<file path="src/rtl/spi_arb_pkg.sv">
// spi_arb_pkg: types and helpers shared by the SPI bus arbiter files.
//   arb_state_t : transaction FSM states
//   CS_IDLE     : chip-select code with no slave selected
//   cs_of()     : requester index -> active-low chip-select code
package spi_arb_pkg;

    typedef enum logic [2:0] {
        ST_IDLE,
        ST_SETUP,
        ST_SHIFT,
        ST_HOLD,
        ST_RELEASE
    } arb_state_t;

    localparam logic [4:0] CS_IDLE = 5'b11111;

    // Bit 4 has no slave behind it, so it is never cleared.
    function automatic logic [4:0] cs_of(input logic [1:0] idx);
        cs_of = CS_IDLE & ~(5'b00001 << idx);
    endfunction

endpackage

</file>
<file path="src/rtl/spi_rr_picker.sv">
// spi_rr_picker: combinational round-robin choice among four requests.
//   i_req  [3:0] : request levels
//   i_last [1:0] : index of the requester served last
//   o_win  [3:0] : one-hot winner, zero when nothing is requested
// The search starts at (i_last + 1) mod 4 and moves upward, wrapping.
module spi_rr_picker (
    input  logic [3:0] i_req,
    input  logic [1:0] i_last,
    output logic [3:0] o_win
);

    logic [1:0] w_start;
    logic [1:0] w_off;
    logic [3:0] w_rot;
    logic       w_found;

    always_comb begin
        w_start = i_last + 2'd1;
        // Rotate so that the first candidate sits at bit 0; a shift by 4
        // yields zero, which makes the w_start == 0 case a plain copy.
        w_rot   = (i_req >> w_start) | (i_req << (3'd4 - {1'b0, w_start}));
        w_off   = 2'd0;
        w_found = 1'b0;
        // Walk downward so the lowest set bit is the one that sticks.
        for (int k = 3; k >= 0; k--) begin
            if (w_rot[k]) begin
                w_off   = 2'(k);
                w_found = 1'b1;
            end
        end
        o_win = w_found ? (4'b0001 << (w_start + w_off)) : 4'b0000;
    end

endmodule

</file>
<file path="src/rtl/spi_bus_arbiter.sv">
// spi_bus_arbiter: shares one SPI bus (mode 0) between four requesters,
// each owning one slave selected through an active-low chip-select code.
//   clk, rst_n       : system clock, asynchronous active-low reset
//   req     [3:0]    : level requests, held until the matching done
//   tx_data [4*W-1:0]: requester i word in [i*W +: W], sampled at grant
//   grant   [3:0]    : one-hot bus owner for the whole transaction
//   done    [3:0]    : one-cycle completion pulse for the served requester
//   rx_data [W-1:0]  : last received word
//   busy             : high whenever the FSM is not idle
//   cs_code [4:0]    : active-low chip select, bit 4 always high
//   sclk, mosi, miso : SPI pins (CPOL=0, CPHA=0)
// Build option: define SPI_ARB_LSB_FIRST_EN to shift LSB first on both
// mosi and rx_data; otherwise MSB first. Timing is the same either way.
//
// state      | meaning
// IDLE       | bus free, round-robin pick on any request
// SETUP      | CS low, sclk low, CS_SETUP clocks
// SHIFT      | DATA_W sclk periods, sample on rise, shift on fall
// HOLD       | CS still low for CS_HOLD clocks after the last fall
// RELEASE    | CS high, grant dropped, done pulse, rx_data updated
module spi_bus_arbiter
    import spi_arb_pkg::*;
#(
    parameter int DATA_W   = 16,
    parameter int CLK_DIV  = 4,
    parameter int CS_SETUP = 2,
    parameter int CS_HOLD  = 2
) (
    input  logic                  clk,
    input  logic                  rst_n,
    input  logic [3:0]            req,
    input  logic [4*DATA_W-1:0]   tx_data,
    output logic [3:0]            grant,
    output logic [3:0]            done,
    output logic [DATA_W-1:0]     rx_data,
    output logic                  busy,
    output logic [4:0]            cs_code,
    output logic                  sclk,
    output logic                  mosi,
    input  logic                  miso
);

    localparam int DIV_W   = $clog2(CLK_DIV);
    localparam int BIT_W   = $clog2(DATA_W);
    localparam int CNT_MAX = (CS_SETUP > CS_HOLD) ? CS_SETUP : CS_HOLD;
    localparam int CNT_W   = $clog2(CNT_MAX + 1);

    arb_state_t          r_state;
    logic [DIV_W-1:0]    r_div;
    logic [BIT_W-1:0]    r_bits;
    logic [CNT_W-1:0]    r_cnt;
    logic [1:0]          r_last;
    logic [1:0]          r_idx;
    logic [DATA_W-1:0]   r_tx;
    logic [DATA_W-1:0]   r_rx;

    logic [3:0]          w_win;
    logic [1:0]          w_win_idx;
    logic [DATA_W-1:0]   w_tx_sel;
    logic [DATA_W-1:0]   w_tx_shifted;
    logic [DATA_W-1:0]   w_rx_shifted;

    spi_rr_picker u_picker (
        .i_req  (req),
        .i_last (r_last),
        .o_win  (w_win)
    );

    always_comb begin
        w_win_idx = 2'd0;
        for (int k = 0; k < 4; k++) begin
            if (w_win[k]) begin
                w_win_idx = 2'(k);
            end
        end
        w_tx_sel = tx_data[w_win_idx*DATA_W +: DATA_W];
    end

    // mosi is taken straight from the end of the transmit register, so it
    // is a flop output and simply holds once shifting stops.
`ifdef SPI_ARB_LSB_FIRST_EN
    assign mosi         = r_tx[0];
    assign w_tx_shifted = r_tx >> 1;
    assign w_rx_shifted = {miso, r_rx[DATA_W-1:1]};
`else
    assign mosi         = r_tx[DATA_W-1];
    assign w_tx_shifted = r_tx << 1;
    assign w_rx_shifted = {r_rx[DATA_W-2:0], miso};
`endif

    always_ff @(posedge clk or negedge rst_n) begin
        if (!rst_n) begin
            r_state <= ST_IDLE;
            r_div   <= '0;
            r_bits  <= '0;
            r_cnt   <= '0;
            r_last  <= 2'd3;
            r_idx   <= 2'd0;
            r_tx    <= '0;
            r_rx    <= '0;
            grant   <= 4'b0000;
            done    <= 4'b0000;
            rx_data <= '0;
            busy    <= 1'b0;
            cs_code <= CS_IDLE;
            sclk    <= 1'b0;
        end else begin
            done <= 4'b0000;
            case (r_state)
                ST_IDLE: begin
                    if (|req) begin
                        grant   <= w_win;
                        cs_code <= cs_of(w_win_idx);
                        r_idx   <= w_win_idx;
                        r_tx    <= w_tx_sel;
                        r_cnt   <= CNT_W'(CS_SETUP - 1);
                        busy    <= 1'b1;
                        r_state <= ST_SETUP;
                    end
                end
                ST_SETUP: begin
                    if (r_cnt == '0) begin
                        r_div   <= '0;
                        r_bits  <= '0;
                        r_state <= ST_SHIFT;
                    end else begin
                        r_cnt <= r_cnt - 1'b1;
                    end
                end
                ST_SHIFT: begin
                    if (r_div == DIV_W'(CLK_DIV - 1)) begin
                        r_div <= '0;
                        sclk  <= ~sclk;
                        if (!sclk) begin
                            r_rx <= w_rx_shifted;
                        end else if (r_bits == BIT_W'(DATA_W - 1)) begin
                            // Final fall: no further shift, mosi holds.
                            r_cnt   <= CNT_W'(CS_HOLD - 1);
                            r_state <= ST_HOLD;
                        end else begin
                            r_bits <= r_bits + 1'b1;
                            r_tx   <= w_tx_shifted;
                        end
                    end else begin
                        r_div <= r_div + 1'b1;
                    end
                end
                ST_HOLD: begin
                    if (r_cnt == '0) begin
                        cs_code <= CS_IDLE;
                        grant   <= 4'b0000;
                        done    <= grant;
                        rx_data <= r_rx;
                        r_last  <= r_idx;
                        r_state <= ST_RELEASE;
                    end else begin
                        r_cnt <= r_cnt - 1'b1;
                    end
                end
                ST_RELEASE: begin
                    busy    <= 1'b0;
                    r_state <= ST_IDLE;
                end
                default: begin
                    r_state <= ST_IDLE;
                end
            endcase
        end
    end

endmodule

</file>
<file path="config.mk">
export PLATFORM = sky130hd
export DESIGN_NAME = spi_bus_arbiter
export DESIGN_NICKNAME = d
export VERILOG_FILES = /design/src/rtl/spi_arb_pkg.sv /design/src/rtl/spi_rr_picker.sv /design/src/rtl/spi_bus_arbiter.sv
export SDC_FILE = /design/constraint.sdc
export NUM_CORES = 1
export LEC_CHECK = 0
export CORE_UTILIZATION = 48
export CTS_CLUSTER_SIZE = 25
export DETAILED_ROUTE_END_ITERATION = 6
export GPL_TIMING_DRIVEN = 0
export PLACE_DENSITY = 0.81
export RECOVER_POWER = 25
export SLEW_MARGIN = 15
export SYNTH_ARGS = -nofsm -noshare
export SYNTH_HDL_FRONTEND = slang
export SYNTH_SLANG_ARGS = --single-unit
</file>
<file path="constraint.sdc">
create_clock -name clk -period 4.8 [get_ports clk]
set_input_delay 0.96 -clock clk [delete_from_list [all_inputs] [get_ports clk]]
set_output_delay 0.96 -clock clk [all_outputs]
set_load 0.05 [all_outputs]
</file>
==> run_results.csv, run 1 <==
group,metric,value,unit
die,fp.dieH,92.59,um
synthesis,ys_seq_area_share,49.11,%
global_routing,grt_util_all_layers,24.80,%
synthesis,async_flop_share,100.0,%
finish,area_delta_synth_final,33.96,%
setup_path,critPathMaxStageDelay,600,ps
setup_path,end_kind,"flip-flop",
drt,via_count,3491,
finish,drive_above_1_share,10.15,%
setup_path,cp.arrival,4340,ps
sta,rsz0062_at_grt,"false",
sta,skew,11.59,ps
cts,post_cts_resized,0,
synthesis,yosys.cell_count.top_type,"nand2_1",
cts,cts_sinks,77,
synthesis,netlist.area_leader.share,45.11,%
cts,clockBufferDepth,2,
die,core_area,7848,um^2
power,p_leak,2.336,nW
synthesis,synth.area.top_cells,"dfrtp_1, nand2_1, mux2i_1",
setup_path,crit_type,"input port to flip-flop",
drt,drc,0,
cts,htree_levels,3,
die,initial_core_util,50.19,%
setup_path,rr_worst_depth,15,
setup_path,rr_startpoint,"r_last[0]",
synthesis,synth_top_cell_by_area,"dfrtp_1",
worst_hold_path,hold_depth,2,
setup_path,setup.worst_path.start,"req[2]",
setup_path,worst_setup_path_start_kind,"input port",
status,status,"finished, violations left",
synthesis,ys_types,51,
sta,max_freq,244.5,MHz
die,rows,32,
placement,portBuffers,101,
cts,cts_setup_buffers,0,
finish,fillCellCount,640,
global_routing,grt_pass1_vias,3499,
setup_path,slowest_stage,"xnor2_1",
synthesis,synth_nets,490,
drt,detail-route-antenna-nets,0,
drt,vias_per_cell,5.506,
status,violations,"max-capacitance violations, max-slew violations",
setup_path,r2r-end,"r_tx[1]",
sta,finalSetupTns,0,ps
setup_path,cp_cell_sequence,"clkdlybuf4s50_1 > mux2i_1 > nor2_1 > a31oi_1 > o2bb2ai_1 > o211ai_1 > a21oi_1 > ha_1 > xnor2_1 > or4_4 > a21oi_1 > a21oi_1 > o221ai_1 > o21ai_0",
global_routing,grt_max_degree,44,
setup_path,crit_top_cell,"a21oi_1",
sta,finalHoldViolations,0,
finish,antenna_cells,0,
cts,cts_tree,"yes",
cts,root_buffer,"clkbuf_8",
drt,drt_iter0_drc,168,
drt,wirelength,9933,um
finish,fin_util,67.24,%
global_routing,overflow,0,
synthesis,syn-cell-area,3939,um^2
die,ioPinCount,103,
sta,drv_slew,35,
setup_path,worstPathMaxFanout,9,
sta,worst_slew_pin_slew,1905,ps
die,dieWidth,92.59,um
cts,cts_buffers,9,
global_routing,grt_antenna_before_repair,0,
worst_hold_path,hp-class,"flip-flop to flip-flop",
sta,relSlewSlack,-26.99,%
setup_path,cp.required,5050,ps
drt,firstDrtPassIters,5,
placement,dp_hpwl,7265,um
worst_hold_path,whs_endpoint,"r_last[1]",
power,ir_worst_vdd,378.3,uV
drt,wl_per_cell,15.67,um
job,cap_violations,1,
placement,place_congestion,0.8382,
global_routing,grt_pass1_wl,16650,um
synthesis,postSynthAreaPerCell,9.514,um^2
synthesis,ys.warnings.count,0,
setup_path,rrSetupSlack,1000,ps
sta,setup_viol_count_final,0,
synthesis,synth_common_cells,"nand2_1, dfrtp_1, nor2_1",
die,die-area,8572,um^2
worst_hold_path,hp-start,"r_last[1]",
synthesis,synth_cells,414,
synthesis,synth_ff_type,"dfrtp_1",
sta,layout_min_cycle_time,4089,ps
synthesis,ys_ff_latch,77,
synthesis,synth_edf_count,0,
sta,period_share,85.20,%
power,pwr_density_cell,665.6,nW/um^2
cts,cts_hold_buf,0,
finish,nNetsFinal,603,
cts,clk_pin_slew,90,ps
cts,clk_latency,350,ps
worst max-delay path by stage:
stage,to,slack (ps),cells past startpoint
3_5_place_dp,r_tx[3],440,14
6_report,r_tx[1],710,14
4_1_cts,r_tx[3],750,14
5_1_grt,r_tx[3],390,14
2_1_floorplan,r_tx[1],1620,13
3_3_place_gp,rx_data[9],200,1
metal layers:
layer / GRT usage, % / up-vias / share of wire [%]
li1: - / 1672 / -
met1: 31.14 / 1675 / 43
met2: 41.36 / 127 / 48
met3: 7.718 / 17 / 8.1
met4: 6.771 / 0 / 1.8
met5: 0 / - / 0
power by group:
| part | total (W) | switching [W] | internal (W) |
|---|---|---|---|
| Clock | 0.000458 | 0.000251 | 0.000208 |
| Sequential | 0.000932 | 0.000101 | 0.000832 |
| Combinational | 0.00212 | 0.00131 | 0.000808 |
| Total | 0.00351 | 0.00166 | 0.00185 |
logic make-up after synthesis:
group,count (synthesis),synth area share [%]
other,1,0.09521
flip-flops,77,49.11
buffers and inverters,30,3.621
AND/OR/NAND/NOR,169,18.33
adder cells (fa/ha/maj),5,1.588
AO/OA/AOI/OAI,83,14.17
multiplexers,44,11.98
XOR/XNOR,5,1.112
layout by cell type, fill, tap and decap left out, types with 2 or more instances in the layout:
cell             count
xnor2_1              3
buf_2                3
o21a_1               3
clkdlybuf4s50_1    100
clkbuf_1            16
clkinv_4             4
a31oi_1              2
inv_1                8
a21oi_1             22
dfrtp_1             71
and2_1               4
nor2b_1              2
o22ai_1              4
ha_1                 5
xor2_1               2
nand2b_1             6
o221ai_1            14
nand3_1              6
mux2i_1             23
mux2_2              19
nand2_1            100
nor2_1              36
dfstp_2              6
o21ai_1              2
clkbuf_8            10
o21ai_0             18
o22a_1               2
a32oi_1              4
nand3b_1             3
mux2i_2              2
nor4_1               2
a311oi_1             2
buf_6                3
nor3_1               3
critical path, delay by kind of cell:
kind | cells | cell delay (ps)
buffers and inverters | 1 | 500
adders and majority gates | 1 | 230
AOI/OAI and AO/OA | 8 | 1430
xor gates and xnor gates | 1 | 600
muxes | 1 | 280
and+or+nand+nor | 2 | 340
state kept, by name, summed over array words and instances (netlist names):
| name | cells |
|---|---|
| busy | 1 |
| cs_code | 4 |
| done | 4 |
| grant | 4 |
| r_bits | 4 |
| r_cnt | 2 |
| r_div | 2 |
| r_idx | 2 |
| r_last | 2 |
| r_rx | 16 |
| r_state | 3 |
| r_tx | 16 |
| rx_data | 16 |
| sclk | 1 |
stage by stage:
step                area [um^2]  instances  hold slack (ps)  power (W)  setup slack (ps)
finish                     5276        634            467.0   0.003512             710.6
global placement           5077        617            445.7   0.002987             197.5
global route               5276        634            491.5   0.003771             392.1
detailed placement         5095        618            460.8   0.003052             438.5
CTS                        5280        634            475.2   0.003525             750.5
floorplan                  3939        414            434.8   0.002461              1618
final cells by class:
cell class / instances / area [um^2] / area share (%)
clock buffers: 11 / 141.4 / 2.680
multi-input cells: 307 / 1862 / 35.29
flip-flops and latches: 77 / 1934 / 36.66
repair buffers: 102 / 1025 / 19.42
clock inverters: 5 / 43.79 / 0.8300
inverters: 8 / 30.03 / 0.5691
plain buffers: 22 / 112.6 / 2.134
well taps: 102 / 127.6 / 2.419
Note: power is estimated with default switching activity, not from simulation.
==> run 2, diff against run 1 <==
Settings changed: PLACE_DENSITY 0.81 to 0.79.
==> run 2 against run 1 <==
  * The flow still finishes with violations (max-capacitance violations, max-slew violations)
  * Power is 0.30% lower
  * Utilization about the same
  * Register-to-register slack improved by 220 ps
  * Cell count unchanged
  * Critical endpoint is now r_tx[2]
  * Largest power group unchanged
==> run_results.csv, run 2 (synthesis gave the netlist of run 1 again) <==
group,metric,value,unit
finish,nNetsFinal,603,
drt,drc,0,
sta,setup_viol_count_final,0,
cts,cts_setup_buffers,0,
drt,via_count,3489,
status,status,"finished, violations left",
sta,worst_slew_pin_slew,2166,ps
worst_hold_path,hold_depth,2,
setup_path,worst_setup_path_start_kind,"input port",
global_routing,grt_antenna_before_repair,0,
placement,dp_hpwl,7325,um
drt,vias_per_cell,5.503,
setup_path,crit_top_cell,"a21oi_1",
die,die-area,8572,um^2
finish,reg_top3,"r_rx x16, r_tx x16, rx_data x16",
job,cap_violations,1,
placement,place_congestion,0.8782,
die,ioPinCount,103,
sta,max_freq,261.3,MHz
cts,clk_pin_slew,90,ps
cts,cts_sinks,77,
drt,wirelength,10200,um
setup_path,crit_end,"r_tx[2]",
finish,drive_above_1_share,10.34,%
setup_path,critPathMaxStageDelay,550,ps
finish,area_delta_synth_final,34.02,%
finish,antenna_cells,0,
cts,clockBufferDepth,2,
sta,period_share,79.74,%
setup_path,rrSetupSlack,1220,ps
placement,portBuffers,101,
drt,wl_per_cell,16.08,um
cts,cts_tree,"yes",
power,ir_worst_vdd,339.2,uV
setup_path,crit_type,"input port to flip-flop",
global_routing,grt_max_degree,41,
die,dieWidth,92.59,um
worst_hold_path,hp-class,"flip-flop to flip-flop",
setup_path,r2r-end,"r_tx[2]",
cts,htree_levels,3,
finish,multi_input_area,1862,um^2
sta,rsz0062_at_grt,"false",
global_routing,grt_util_all_layers,25.28,%
power,pwr_density_cell,663.2,nW/um^2
global_routing,grt_pass1_wl,16750,um
setup_path,worstPathMaxFanout,9,
setup_path,rr_startpoint,"r_last[0]",
drt,detail-route-antenna-nets,0,
die,rows,32,
sta,holdWs,476.5,ps
cts,post_cts_resized,0,
finish,seq_area,1934,um^2
drt,firstDrtPassIters,5,
setup_path,rr_worst_depth,15,
setup_path,end_kind,"flip-flop",
setup_path,cp.arrival,4110,ps
power,p_leak,2.333,nW
sta,finalHoldViolations,0,
drt,drt_iter0_drc,199,
setup_path,setup.worst_path.start,"req[2]",
setup_path,cp_cell_sequence,"clkdlybuf4s50_1 > mux2i_1 > nor2_1 > a31oi_1 > o2bb2ai_1 > o211ai_1 > a21oi_1 > ha_1 > xnor2_1 > or4_4 > a21oi_1 > a21oi_1 > o221ai_1 > o21ai_0",
sta,relSlewSlack,-44.41,%
setup_path,cp.required,5080,ps
setup_path,slowest_stage,"xnor2_1",
status,violations,"max-capacitance violations, max-slew violations",
die,core_area,7848,um^2
global_routing,grt_pass1_vias,3550,
finish,layout_common_cells,"nand2_1, clkdlybuf4s50_1, dfrtp_1",
sta,finalSetupTns,0,ps
sta,drv_slew,38,
cts,root_buffer,"clkbuf_8",
cts,cts_hold_buf,0,
die,initial_core_util,50.19,%
sta,skew,9.073,ps
cts,clk_latency,370,ps
die,fp.dieH,92.59,um
cts,cts_buffers,9,
sta,layout_min_cycle_time,3827,ps
global_routing,overflow,0,
finish,fillCellCount,660,
==> run 2: critical path, delay by kind of cell <==
family          cells  cell delay (ps)
buf+inv             1              490
simple gates        2              340
mux                 1              270
fa+ha+maj           1              230
xor+xnor            1              550
compound gates      8             1270
==> run 2: report_power, final <==
group	total [W]	internal (W)	switching, W	leakage [nW]
Combinational	0.00209	0.000808	0.00128	1.24
Sequential	0.000930	0.000832	0.0000985	0.999
Clock	0.000483	0.000200	0.000282	0.0907
Total	0.00350	0.00184	0.00166	2.33
==> run 2: worst min-delay path by stage <==
stage	from	endpoint	slack (ps)
after CTS	r_last[1]	r_last[1]	470
after floorplan	r_rx[15]	rx_data[15]	430
after global placement	r_last[1]	r_last[1]	460
final	r_last[1]	r_last[1]	480
after global routing	rx_data[4]	rx_data[4]	520
after detailed placement	r_rx[15]	rx_data[15]	460
==> run 2: per-layer routing <==
metal	vias to the layer above	track usage, %	wire length (um)
met5	-	0	0
met4	0	8.333	132
met3	11	7.389	858
met2	134	43.02	4869
met1	1674	30.66	4334
li1	1670	-	-
==> run 2: layout make-up <==
cell class / instances / share of cell area [%]
sequential: 77 / 36.64
multi-input combinational: 307 / 35.27
timing repair buffer: 102 / 19.41
tap: 102 / 2.418
clock buffer: 9 / 2.347
buffer: 22 / 2.133
clock inverter: 7 / 1.209
inverter: 8 / 0.5689
==> run 2: metrics by stage <==
step / std cells / power [W] / area, um^2 / worst slack (ps) / utilization [%]
floorplan: 414 / 0.002461 / 3939 / 1618 / -
global placement: 617 / 0.002959 / 5077 / 185.9 / 64.70
detailed placement: 618 / 0.003010 / 5095 / 626.6 / 64.92
CTS: 634 / 0.003509 / 5283 / 1005 / 67.32
global route: 634 / 0.003766 / 5279 / 657.4 / 67.27
finish: 634 / 0.003501 / 5279 / 972.7 / 67.27
